`src/rtl/lfsr_pkg.sv`:
```
// rtl/lfsr_pkg.sv - shared tap table and FSM state type for the LFSR random source
package lfsr_pkg;

    typedef enum logic [1:0] {
        IDLE,
        SEARCH,
        VALID
    } rand_state_e;

    // Maximal-length feedback taps, bit i set means state[i] feeds the XOR.
    function automatic logic [15:0] lfsr_taps(input int width);
        case (width)
            3:       return 16'h0006;
            4:       return 16'h000C;
            5:       return 16'h0014;
            6:       return 16'h0030;
            7:       return 16'h0060;
            8:       return 16'h00B8;
            9:       return 16'h0110;
            10:      return 16'h0240;
            11:      return 16'h0500;
            12:      return 16'h0829;
            13:      return 16'h100D;
            14:      return 16'h2015;
            15:      return 16'h6000;
            default: return 16'hD008;
        endcase
    endfunction

endpackage

```
`src/rtl/lfsr_core.sv`:
```
// rtl/lfsr_core.sv - Fibonacci LFSR register with seed load and lock-up guard
module lfsr_core
    import lfsr_pkg::*;
#(
    parameter int          WIDTH = 8,
    parameter int          OUT_W = 5,
    parameter int unsigned SEED  = 1
) (
    input  logic             clk,
    input  logic             rst,
    input  logic             step,
    input  logic             load,
    input  logic [WIDTH-1:0] load_val,
    output logic [WIDTH-1:0] state,
    output logic [OUT_W-1:0] cand
);

    localparam logic [WIDTH-1:0] TAPS   = WIDTH'(lfsr_taps(WIDTH));
    localparam logic [WIDTH-1:0] SEED_V = WIDTH'(SEED);

    logic             fb;
    logic [WIDTH-1:0] state_next;

    assign fb         = ^(state & TAPS);
    // A zero state is replaced by SEED instead of stepping, so the candidate
    // seen by the FSM always matches what the register will actually hold.
    assign state_next = (state == '0) ? SEED_V : {state[WIDTH-2:0], fb};
    assign cand       = state_next[OUT_W-1:0];

    // Load beats lock-up recovery, which beats a normal step.
    always_ff @(posedge clk or posedge rst) begin
        if (rst) begin
            state <= SEED_V;
        end else if (load) begin
            state <= (load_val == '0) ? SEED_V : load_val;
        end else if (state == '0) begin
            state <= SEED_V;
        end else if (step) begin
            state <= state_next;
        end
    end

endmodule

```
`src/rtl/lfsr_rand_gen.sv`:
```
// rtl/lfsr_rand_gen.sv - range-limited LFSR random source; RAND_REJECT_CNT_EN adds reject_cnt
module lfsr_rand_gen
    import lfsr_pkg::*;
#(
    parameter int          WIDTH     = 8,
    parameter int          OUT_W     = 5,
    parameter int          RANGE_MAX = 20,
    parameter int unsigned SEED      = 1,
    parameter int          MAX_TRIES = 8
) (
    input  logic             clk,
    input  logic             rst,
    input  logic             step_en,
    input  logic             seed_load,
    input  logic [WIDTH-1:0] seed_in,
    input  logic             req_valid,
    output logic             req_ready,
    output logic             rand_valid,
    input  logic             rand_ready,
    output logic [OUT_W-1:0] rand_out,
    output logic [WIDTH-1:0] lfsr_state
`ifdef RAND_REJECT_CNT_EN
    ,
    output logic [15:0]      reject_cnt
`endif
);

    localparam int TRY_W = (MAX_TRIES < 2) ? 1 : $clog2(MAX_TRIES);

    rand_state_e      fsm;
    logic [TRY_W-1:0] tries;
    logic [OUT_W-1:0] cand;
    logic             in_range;
    logic             step;

    assign in_range = (cand <= OUT_W'(RANGE_MAX));
    // In IDLE a pending request wins over free-running stepping.
    assign step     = (fsm == SEARCH) || ((fsm == IDLE) && step_en && !req_valid);

    lfsr_core #(
        .WIDTH (WIDTH),
        .OUT_W (OUT_W),
        .SEED  (SEED)
    ) u_core (
        .clk      (clk),
        .rst      (rst),
        .step     (step),
        .load     (seed_load),
        .load_val (seed_in),
        .state    (lfsr_state),
        .cand     (cand)
    );

    // Request/search/hold sequencing; seed_load aborts any transaction.
    always_ff @(posedge clk or posedge rst) begin
        if (rst) begin
            fsm        <= IDLE;
            rand_out   <= '0;
            rand_valid <= 1'b0;
            req_ready  <= 1'b1;
            tries      <= '0;
        end else if (seed_load) begin
            fsm        <= IDLE;
            rand_valid <= 1'b0;
            req_ready  <= 1'b1;
            tries      <= '0;
        end else begin
            case (fsm)
                IDLE: begin
                    if (req_valid) begin
                        fsm       <= SEARCH;
                        req_ready <= 1'b0;
                        tries     <= '0;
                    end
                end
                SEARCH: begin
                    if (in_range) begin
                        rand_out   <= cand;
                        rand_valid <= 1'b1;
                        fsm        <= VALID;
                    end else if (tries == TRY_W'(MAX_TRIES - 1)) begin
                        // Out of attempts: fold the oversize value back into range.
                        rand_out   <= cand - OUT_W'(RANGE_MAX + 1);
                        rand_valid <= 1'b1;
                        fsm        <= VALID;
                    end else begin
                        tries <= tries + 1'b1;
                    end
                end
                VALID: begin
                    if (rand_ready) begin
                        fsm        <= IDLE;
                        rand_valid <= 1'b0;
                        req_ready  <= 1'b1;
                    end
                end
                default: begin
                    fsm       <= IDLE;
                    req_ready <= 1'b1;
                end
            endcase
        end
    end

`ifdef RAND_REJECT_CNT_EN
    logic reject;

    assign reject = (fsm == SEARCH) && !seed_load && !in_range;

    // Saturating count of rejected candidates; only rst clears it.
    always_ff @(posedge clk or posedge rst) begin
        if (rst) begin
            reject_cnt <= '0;
        end else if (reject && (reject_cnt != 16'hFFFF)) begin
            reject_cnt <= reject_cnt + 16'd1;
        end
    end
`endif

endmodule
```
`config.mk`:
```
export PLATFORM = sky130hd
export DESIGN_NAME = lfsr_rand_gen
export DESIGN_NICKNAME = d
export VERILOG_FILES = /design/src/rtl/lfsr_pkg.sv /design/src/rtl/lfsr_core.sv /design/src/rtl/lfsr_rand_gen.sv
export SDC_FILE = /design/constraint.sdc
export NUM_CORES = 1
export LEC_CHECK = 0
export ABC_CLOCK_PERIOD_IN_PS = 3060
export CORE_MARGIN = 10
export CORE_UTILIZATION = 47
export CTS_CLUSTER_SIZE = 25
export DETAILED_ROUTE_END_ITERATION = 16
export HOLD_SLACK_MARGIN = 0.03
export PLACE_DENSITY_LB_ADDON = 0.05
export SLEW_MARGIN = 10
export SYNTH_ARGS = -nofsm -noshare
export SYNTH_HDL_FRONTEND = slang
export SYNTH_SLANG_ARGS = --single-unit
```
`constraint.sdc`:
```
create_clock -name clk -period 3.06 [get_ports clk]
set_input_delay 0.459 -clock clk [delete_from_list [all_inputs] [get_ports clk]]
set_output_delay 0.459 -clock clk [all_outputs]
set_load 0.01 [all_outputs]
```
==> Word level (Yosys, flattened, before mapping) <==
Cells that the tools add are included.
{ "totals": {"reg_bits": 20, "latchBits": 0, "ram_bits": 0, "mem_bits_ro": 0, "out_inout_bits": 15, "n_memories": 0} }
{ "classes": {"n_addsub": 2, "multipliers": 0, "n_div": 0, "order_cmp": 1, "eq_ne": 9, "shift": 0, "muxes": 27, "bitwise_logic": 1, "reduce_logical": 17} }
{ "op_table": {"columns": ["op", "count"], "rows": [
  ["$mux W8", 5],
  ["$logic_not A8 Y1", 2],
  ["$mux W3", 4],
  ["$ne A3 B3 Y1 const B", 4],
  ["$reduce_and A3 Y1", 4],
  ["$mux W2", 5],
  ["$mux W5", 2],
  ["$reduce_bool A3 Y1", 3],
  ["$reduce_xor A8 Y1", 1],
  ["$mux W1", 7],
  ["$pmux W2 S3", 1],
  ["$pmux W3 S2", 1],
  ["$le A5 B5 Y1 const B", 1],
  ["$sub A5 B5 Y5 const B", 1],
  ["$ne A4 B3 Y1 const B", 1],
  ["$reduce_and A4 Y1", 1],
  ["$add A3 B1 Y3 const B", 1],
  ["$eq A3 B3 Y1 const B", 1],
  ["$pmux W1 S3", 1],
  ["$eq A2 B1 Y1 const B", 1],
  ["$eq A2 B2 Y1 const B", 1],
  ["$logic_and A1 B1 Y1", 2],
  ["$logic_not A2 Y1", 1],
  ["$ne A2 B2 Y1 const B", 1],
  ["5 further kinds", 5]
]} }

==> Logic depth before layout (Yosys ltp) <==
Gate-level depths: netlist (run 1).
{ "depth": {"depth_word": 7, "mapped_depth": 12} }

==> Hierarchy <==
A second synthesis (run 1) with hierarchy kept.
{ "unflattened": {"hier_cells": 125, "area_unflattened_um2": 1239.9} }
{ "modules_own_cells": {"columns": ["module", "n_inst", "cells_each", "area_per_inst_um2", "seq_area_each_um2"], "rows": [
  ["lfsr_rand_gen", 1, 74, 713.2, 301.5],
  ["lfsr_core", 1, 51, 526.8, 201.4]
]} }

==> Worst setup path before layout (run 1) <==
Ideal clock, no wire load.
{ "synth_timing": {"path_type": "register -> register", "start": "register u_core.state[4]", "end": "register tries[1]", "setup_ps": 122, "arrival_time_ps": 2271, "required_time_ps": 2938, "path_slack_ps": 668, "path_stages_with_launch": 13, "path_buffers": 1, "synth_period_minus_slack_ps": 2392, "path_cell_list": "dfrtp_1 > inv_1 > ha_1 > xor2_1 > a311oi_1 > a21o_1 > ha_1 > nor2b_1 > o21ai_1 > buf_2 > o31ai_1 > a21oi_1 > a32o_1"} }
{ "synth_via": {"elab_chain_len": 5, "elab_cells_between_ends": 6, "classes_between": "order compare (1); eq/ne (1); mux (1); reduce/logical (3)"} }
{ "synth_rtl": {"columns": ["item", "line", "text"], "rows": [
  ["from (decl)", "lfsr_core.sv:14", "output logic [WIDTH-1:0] state,"],
  ["from (signal assigned)", "lfsr_core.sv:35", "state <= (load_val == '0) ? SEED_V : load_val;"],
  ["from (signal assigned)", "lfsr_core.sv:39", "state <= state_next;"],
  ["$reduce_xor A8 Y1 or $logic_not A8 Y1 (tied branches)", "lfsr_core.sv:24, lfsr_core.sv:27", null],
  ["$mux W8 *", "lfsr_core.sv:27", "assign state_next = (state == '0) ? SEED_V : {state[WIDTH-2:0], fb};"],
  ["$le A5 B5 Y1 *", "lfsr_rand_gen.sv:36", "assign in_range = (cand <= OUT_W'(RANGE_MAX));"],
  ["$ne A3 B3 Y1 (no line) *", null, null],
  ["$reduce_and A4 Y1 (no line) *", null, null],
  ["to (signal assigned)", "lfsr_rand_gen.sv:87", "tries <= tries + 1'b1;"],
  ["to (decl)", "lfsr_rand_gen.sv:31", "logic [TRY_W-1:0] tries;"]
]} }
Mark *: on every way between the ends. The rest lies on a longest branch, timed or not.
A chain may end at the register's enable or synchronous reset.

==> Worst setup path after layout (run 1) <==
{ "layout_timing": {"start": "register u_core.state[4]", "end": "register tries[2]"} }
Same word-level chain as after synthesis.

==> results.md, run 1 <==
* Avg Inst Size Synth at 9.47 um2
* Run status: finished, final reports clean
* Routability cong. at 0.821
* Number of buffers created by CTS at 3
* Core ar. at 2230 um2
* Slowest-stage cell, CP: dfrtp_1
* IO Port Bufs at 28
* Area growth syn-to-layout at 29.6%
* CTS tree: done
* CTS HTree Levels at 1
* Post-synthesis sequential area ratio at 0.450
* Final hold viol count at 0
* Post-CTS setup buffers at 0
* Die Ht at 68.8 um
* # nets final at 165
* Inserted Diodes at 0
* Commonest non-fill, non-tap cells in the layout: clkdlybuf4s50_1, dfrtp_1, nand2_1, o21ai_1, inv_1
* GR Overflow Total at 0
* Hold Slack at 488 ps
* Final wirelength at 2610 um
* Pwr per Cell Area at 671 nW/um2
* # DRC at 0
* Buf+Inv Stages, Crit Path at 2
* GR Util All Layers at 0.121
* Min-delay worst type: reg -> reg
* Final min period at 2610 ps
* Warnings from Yosys at 0
* Worst slew pin tran at 781 ps
* Core Rows at 17
* Initial antenna violation count at 0
* Post-Route Setup TNS at 0 ps
* DIE AREA at 4730 um2
* Post-DR wirelength/cell at 15.0 um
* Area occupied by multi-input gates at 541 um2
* # setup viols final at 0
* # Max-Cap Violations at 0
* Crit end category: flop
* Yosys cell types at 37
* TritonRoute pass-1 iters at 4
* Sequential cell area at 503 um2
* Setup Crit Path Kind: reg -> reg
* Vias at 977
* Crit share post-route at 0.853
* Synth async-reset ratio at 1.00
* Fill cell count at 197
* Data required time at the worst endpoint at 3290 ps
* Max frequency at 383 MHz
* Ports at 29
* CTS clock-pin slew for the worst setup and hold paths at 120 ps
* Mapped Area at 1120 um2
* Worst-skew pair later-pin latency at 290 ps
* Root Driver: clkbuf_4
* Startpoint Class: flop
* Final Max Tran Viols at 0
* #FFs+latches synth at 20
* Critical Path Start: u_core.state[4]$_DFFE_PP0P_
* RSZ-0062 raised after global routing: false
* Clock tree buffer depth at 2
* Largest net degree at the start of global routing at 21
* Worst Path Max Fanout at 8
* Vias in the first global route at 948
* CP top delay family: compound AO/OA/AOI/OAI gates
* Final design utilization at 0.648
* Number of enable flip-flop cells after synthesis at 0
* Die W at 68.8 um
* Final ANT Viol Nets at 0
* Detail Placement HPWL at 2020 um
* Reg2reg start: u_core.state[4]$_DFFE_PP0P_
* Worst relative slew slack at 0.479
* Crit-path cells: inv_1 -> ha_1 -> xor2_1 -> a311oi_1 -> a21o_1 -> ha_1 -> nor2b_1 -> o21ai_1 -> buf_4 -> o31ai_1 -> a21oi_1 -> a32o_1
* Critical Path AT at 2840 ps
* First DRT Iteration DRCs at 70
* Post-cts resize count at 0
* Clock Skew at 8.62 ps
* First-pass GRT wire length at 4490 um
* Top cell by count, worst path: ha_1
* Layout cell share with drive strength beyond 1 at 0.0685
* Commonest non-fill, non-tap cell in the layout: clkdlybuf4s50_1
* Largest stage delay on the critical path at 400 ps
* CTS hold repair buffers at 0
* Most used DFF post-synth: dfrtp_1
* Clock sinks at 20
* Leakage at 0.629 nW
* Syn_nets at 136
* Vias per cell at 5.61
* HP Start: rand_out[1]$_DFFE_PP0P_
* Peak supply drop at 374 uV
* Post-synthesis cell count at 118
* Initial Util at 0.500
## area by class of cell
type	count	area share
multi-input combinational	82	0.373
sequential	20	0.347
timing repair buffer	30	0.204
inverter	10	0.0259
clock buffer	4	0.0251
tap	28	0.0242
## worst register-to-register path: stages (launching register included)
cell	delay (ps)
dfrtp_1	400
inv_1	60
ha_1	290
xor2_1	160
a311oi_1	260
a21o_1	200
ha_1	190
nor2b_1	50
o21ai_1	230
buf_4	220
o31ai_1	80
a21oi_1	250
a32o_1	160
## cells by family after synthesis
kind of cell    count (synthesis)  share of synthesized area
buf+inv                        16                     0.0661
xor+xnor                        2                     0.0157
flops                          20                      0.450
fa+ha+maj                       4                     0.0448
compound gates                 43                      0.250
mux                             5                     0.0448
simple gates                   28                      0.129
## worst paths after layout
path,end,cells after the start,slack (ps)
max in group asynchronous,fsm[1]$_DFFE_PP0P_,2,1980
max,tries[2]$_DFFE_PP0P_,12,450
min reg2reg,rand_out[1]$_DFFE_PP0P_,2,490
min in group asynchronous,rand_out[3]$_DFFE_PP0P_,2,590
min,rand_out[1]$_DFFE_PP0P_,2,490
max reg2reg,tries[2]$_DFFE_PP0P_,12,450
## power by group
part / internal [W] / switching (W)
combinational: 0.000227 / 0.000193
sequential: 0.000332 / 0.0000693
clock: 0.0000724 / 0.0000793
## synth_stat cells (all sizes together) (2+ instances only)
library cell | count | area share
clkbuf | 2 | 0.0067
a32o | 3 | 0.027
nand2 | 11 | 0.037
nor3 | 2 | 0.0090
mux2i | 5 | 0.045
dfrtp | 18 | 0.40
inv | 10 | 0.034
buf | 4 | 0.026
nor4 | 3 | 0.022
a31oi | 2 | 0.011
o21a | 3 | 0.020
dfstp | 2 | 0.047
nor2b | 2 | 0.011
a21boi | 2 | 0.017
o21ai | 17 | 0.076
a21o | 3 | 0.020
a311oi | 2 | 0.016
a21oi | 6 | 0.027
ha | 4 | 0.045
nor2 | 5 | 0.017
## state kept, by name, summed over array words and instances (netlist names)
signal        flops
tries             3
u_core.state      8
fsm               2
rand_out          5
req_ready         1
rand_valid        1
## through the flow
step | cell area [um2] | std cells | power, W | setup WS, ps
2_1_floorplan | 1120 | 118 | 0.000638 | 668
3_3_place_gp | 1410 | 170 | 0.000824 | 557
3_5_place_dp | 1410 | 170 | 0.000829 | 517
4_1_cts | 1450 | 174 | 0.000985 | 481
5_1_grt | 1450 | 174 | 0.00106 | 222
6_report | 1450 | 174 | 0.000972 | 451
## per-layer routing
metal,global-route usage,vias up,share of wire
met5,0,-,0
met4,0.0369,0,0.0065
met3,0.0338,2,0.083
met2,0.188,25,0.47
met1,0.159,464,0.44
li1,-,486,-
(Power assumes the default switching activity.)
==> run 2, diff against run 1 <==
CORE_MARGIN = unset   (was 10)
PLACE_DENSITY = 0.77   (was unset)
PLACE_DENSITY_LB_ADDON = unset   (was 0.05)
==> results.md, run 2 (synthesis results as in run 1) <==
* Layout cell share with drive strength beyond 1 at 0.0621
* Fill cell count at 189
* Worst Path Max Fanout at 6
* IO Port Bufs at 28
* Pwr per Cell Area at 660 nW/um2
* CP top delay family: compound AO/OA/AOI/OAI gates
* Final Max Tran Viols at 0
* Startpoint Class: flop
* Worst slew pin tran at 753 ps
* Reg2reg setup slack at 290 ps
* Max reg flops at 8
* Final min period at 2770 ps
* Final wirelength at 2530 um
* Worst relative slew slack at 0.498
* Max frequency at 361 MHz
* CTS hold repair buffers at 0
* Detail Placement HPWL at 1900 um
* Clock tree buffer depth at 2
* Die Ht at 50.8 um
* Vias in the first global route at 996
* Routability cong. at 0.774
* Final ANT Viol Nets at 0
* Total power at 0.000947 W
* Run status: finished, final reports clean
* Area growth syn-to-layout at 28.3%
* Final hold viol count at 0
* Crit-path cells: inv_1 -> ha_1 -> xor2_1 -> a311oi_1 -> a21o_1 -> ha_1 -> nor2b_1 -> o21ai_1 -> buf_4 -> o31ai_1 -> a21oi_1 -> a32o_1
* Min-delay worst type: reg -> reg
* Regs by FF count: u_core.state x8, rand_out x5, tries x3
* Top cell by count, worst path: ha_1
* Commonest non-fill, non-tap cell in the layout: clkdlybuf4s50_1
* Peak supply drop at 428 uV
* Largest net degree at the start of global routing at 21
* Core ar. at 2230 um2
* First-pass GRT wire length at 4400 um
* Initial Util at 0.500
* Crit end category: flop
* GR Util All Layers at 0.232
* Non-Filler Instances at 173
* Vias at 971
* Post-CTS setup buffers at 0
* Clock Skew at 4.21 ps
* Clock sinks at 20
* CTS HTree Levels at 1
* Data required time at the worst endpoint at 3300 ps
* TritonRoute pass-1 iters at 4
* # DRC at 0
* Post-Route Setup TNS at 0 ps
* Cells after DPL at 170
* CTS clock-pin slew for the worst setup and hold paths at 110 ps
* Ports at 29
* # nets final at 165
* Commonest non-fill, non-tap cells in the layout: clkdlybuf4s50_1, dfrtp_1, nand2_1, o21ai_1, inv_1
* First DRT Iteration DRCs at 31
* Inserted Diodes at 0
* Leakage at 0.621 nW
* # setup viols final at 0
* Initial antenna violation count at 0
* Root Driver: clkbuf_4
* Worst-skew pair later-pin latency at 300 ps
* Die W at 50.8 um
* Number of buffers created by CTS at 3
* Largest stage delay on the critical path at 410 ps
* RSZ-0062 raised after global routing: false
* Post-DR wirelength/cell at 14.6 um
* DIE AREA at 2580 um2
* Crit share post-route at 0.905
* Critical Path AT at 3010 ps
* Largest Register: u_core.state
* Post-cts resize count at 0
* # Max-Cap Violations at 0
* Slowest-stage cell, CP: dfrtp_1
* Buf+Inv Stages, Crit Path at 2
* CTS tree: done
* Core Rows at 17
* Vias per cell at 5.61
* Setup Crit Path Kind: reg -> reg
* GR Overflow Total at 0
[run 2: path summary, 6_finish.rpt]
check / startpoint / to / cells after the start
setup reg to reg: u_core.state[4]$_DFFE_PP0P_ / tries[2]$_DFFE_PP0P_ / 12
setup / recovery: u_core.state[4]$_DFFE_PP0P_ / tries[2]$_DFFE_PP0P_ / 12
max in group asynchronous: rst / fsm[1]$_DFFE_PP0P_ / 2
hold reg to reg: rand_out[2]$_DFFE_PP0P_ / rand_out[2]$_DFFE_PP0P_ / 2
min in group asynchronous: rst / rand_out[3]$_DFFE_PP0P_ / 2
hold / removal: rand_out[2]$_DFFE_PP0P_ / rand_out[2]$_DFFE_PP0P_ / 2
[run 2: layer usage]
metal | up-vias | wire length [um] | track usage
li1 | 482 | - | -
met2 | 27 | 1220 | 0.384
met5 | - | 0 | 0
met1 | 454 | 1140 | 0.280
met3 | 8 | 106 | 0.0485
met4 | 0 | 61 | 0.125
[run 2: power breakdown]
group          internal (W)  switching, W  leakage [nW]
Combinational      0.000227      0.000191         0.357
Clock             0.0000460     0.0000803        0.0138
Sequential         0.000332     0.0000711         0.250
[run 2: area by class of cell]
cell class,count,area [um2],area share
flip-flops and latches,20,503,0.351
clock buffers,3,22.5,0.0157
multi-input cells,82,541,0.377
well taps,28,35.0,0.0244
inverters,10,37.5,0.0262
repair buffers,30,295,0.206
[run 2: worst min-delay path, cell delays in order, from the launching register on]
cell     delay [ps]
dfrtp_1         360
nand2_1          50
o21ai_0          60
[run 2: metrics by stage]
step           instance area, um2  hold WS, ps  utilization  worst slack [ps]
6_report                     1430          491        0.642               290
5_1_grt                      1430          534        0.642               150
4_1_cts                      1430          499        0.642               315
3_5_place_dp                 1410          475        0.632               349
3_3_place_gp                 1410          472        0.632               503
2_1_floorplan                1120          421            -               668
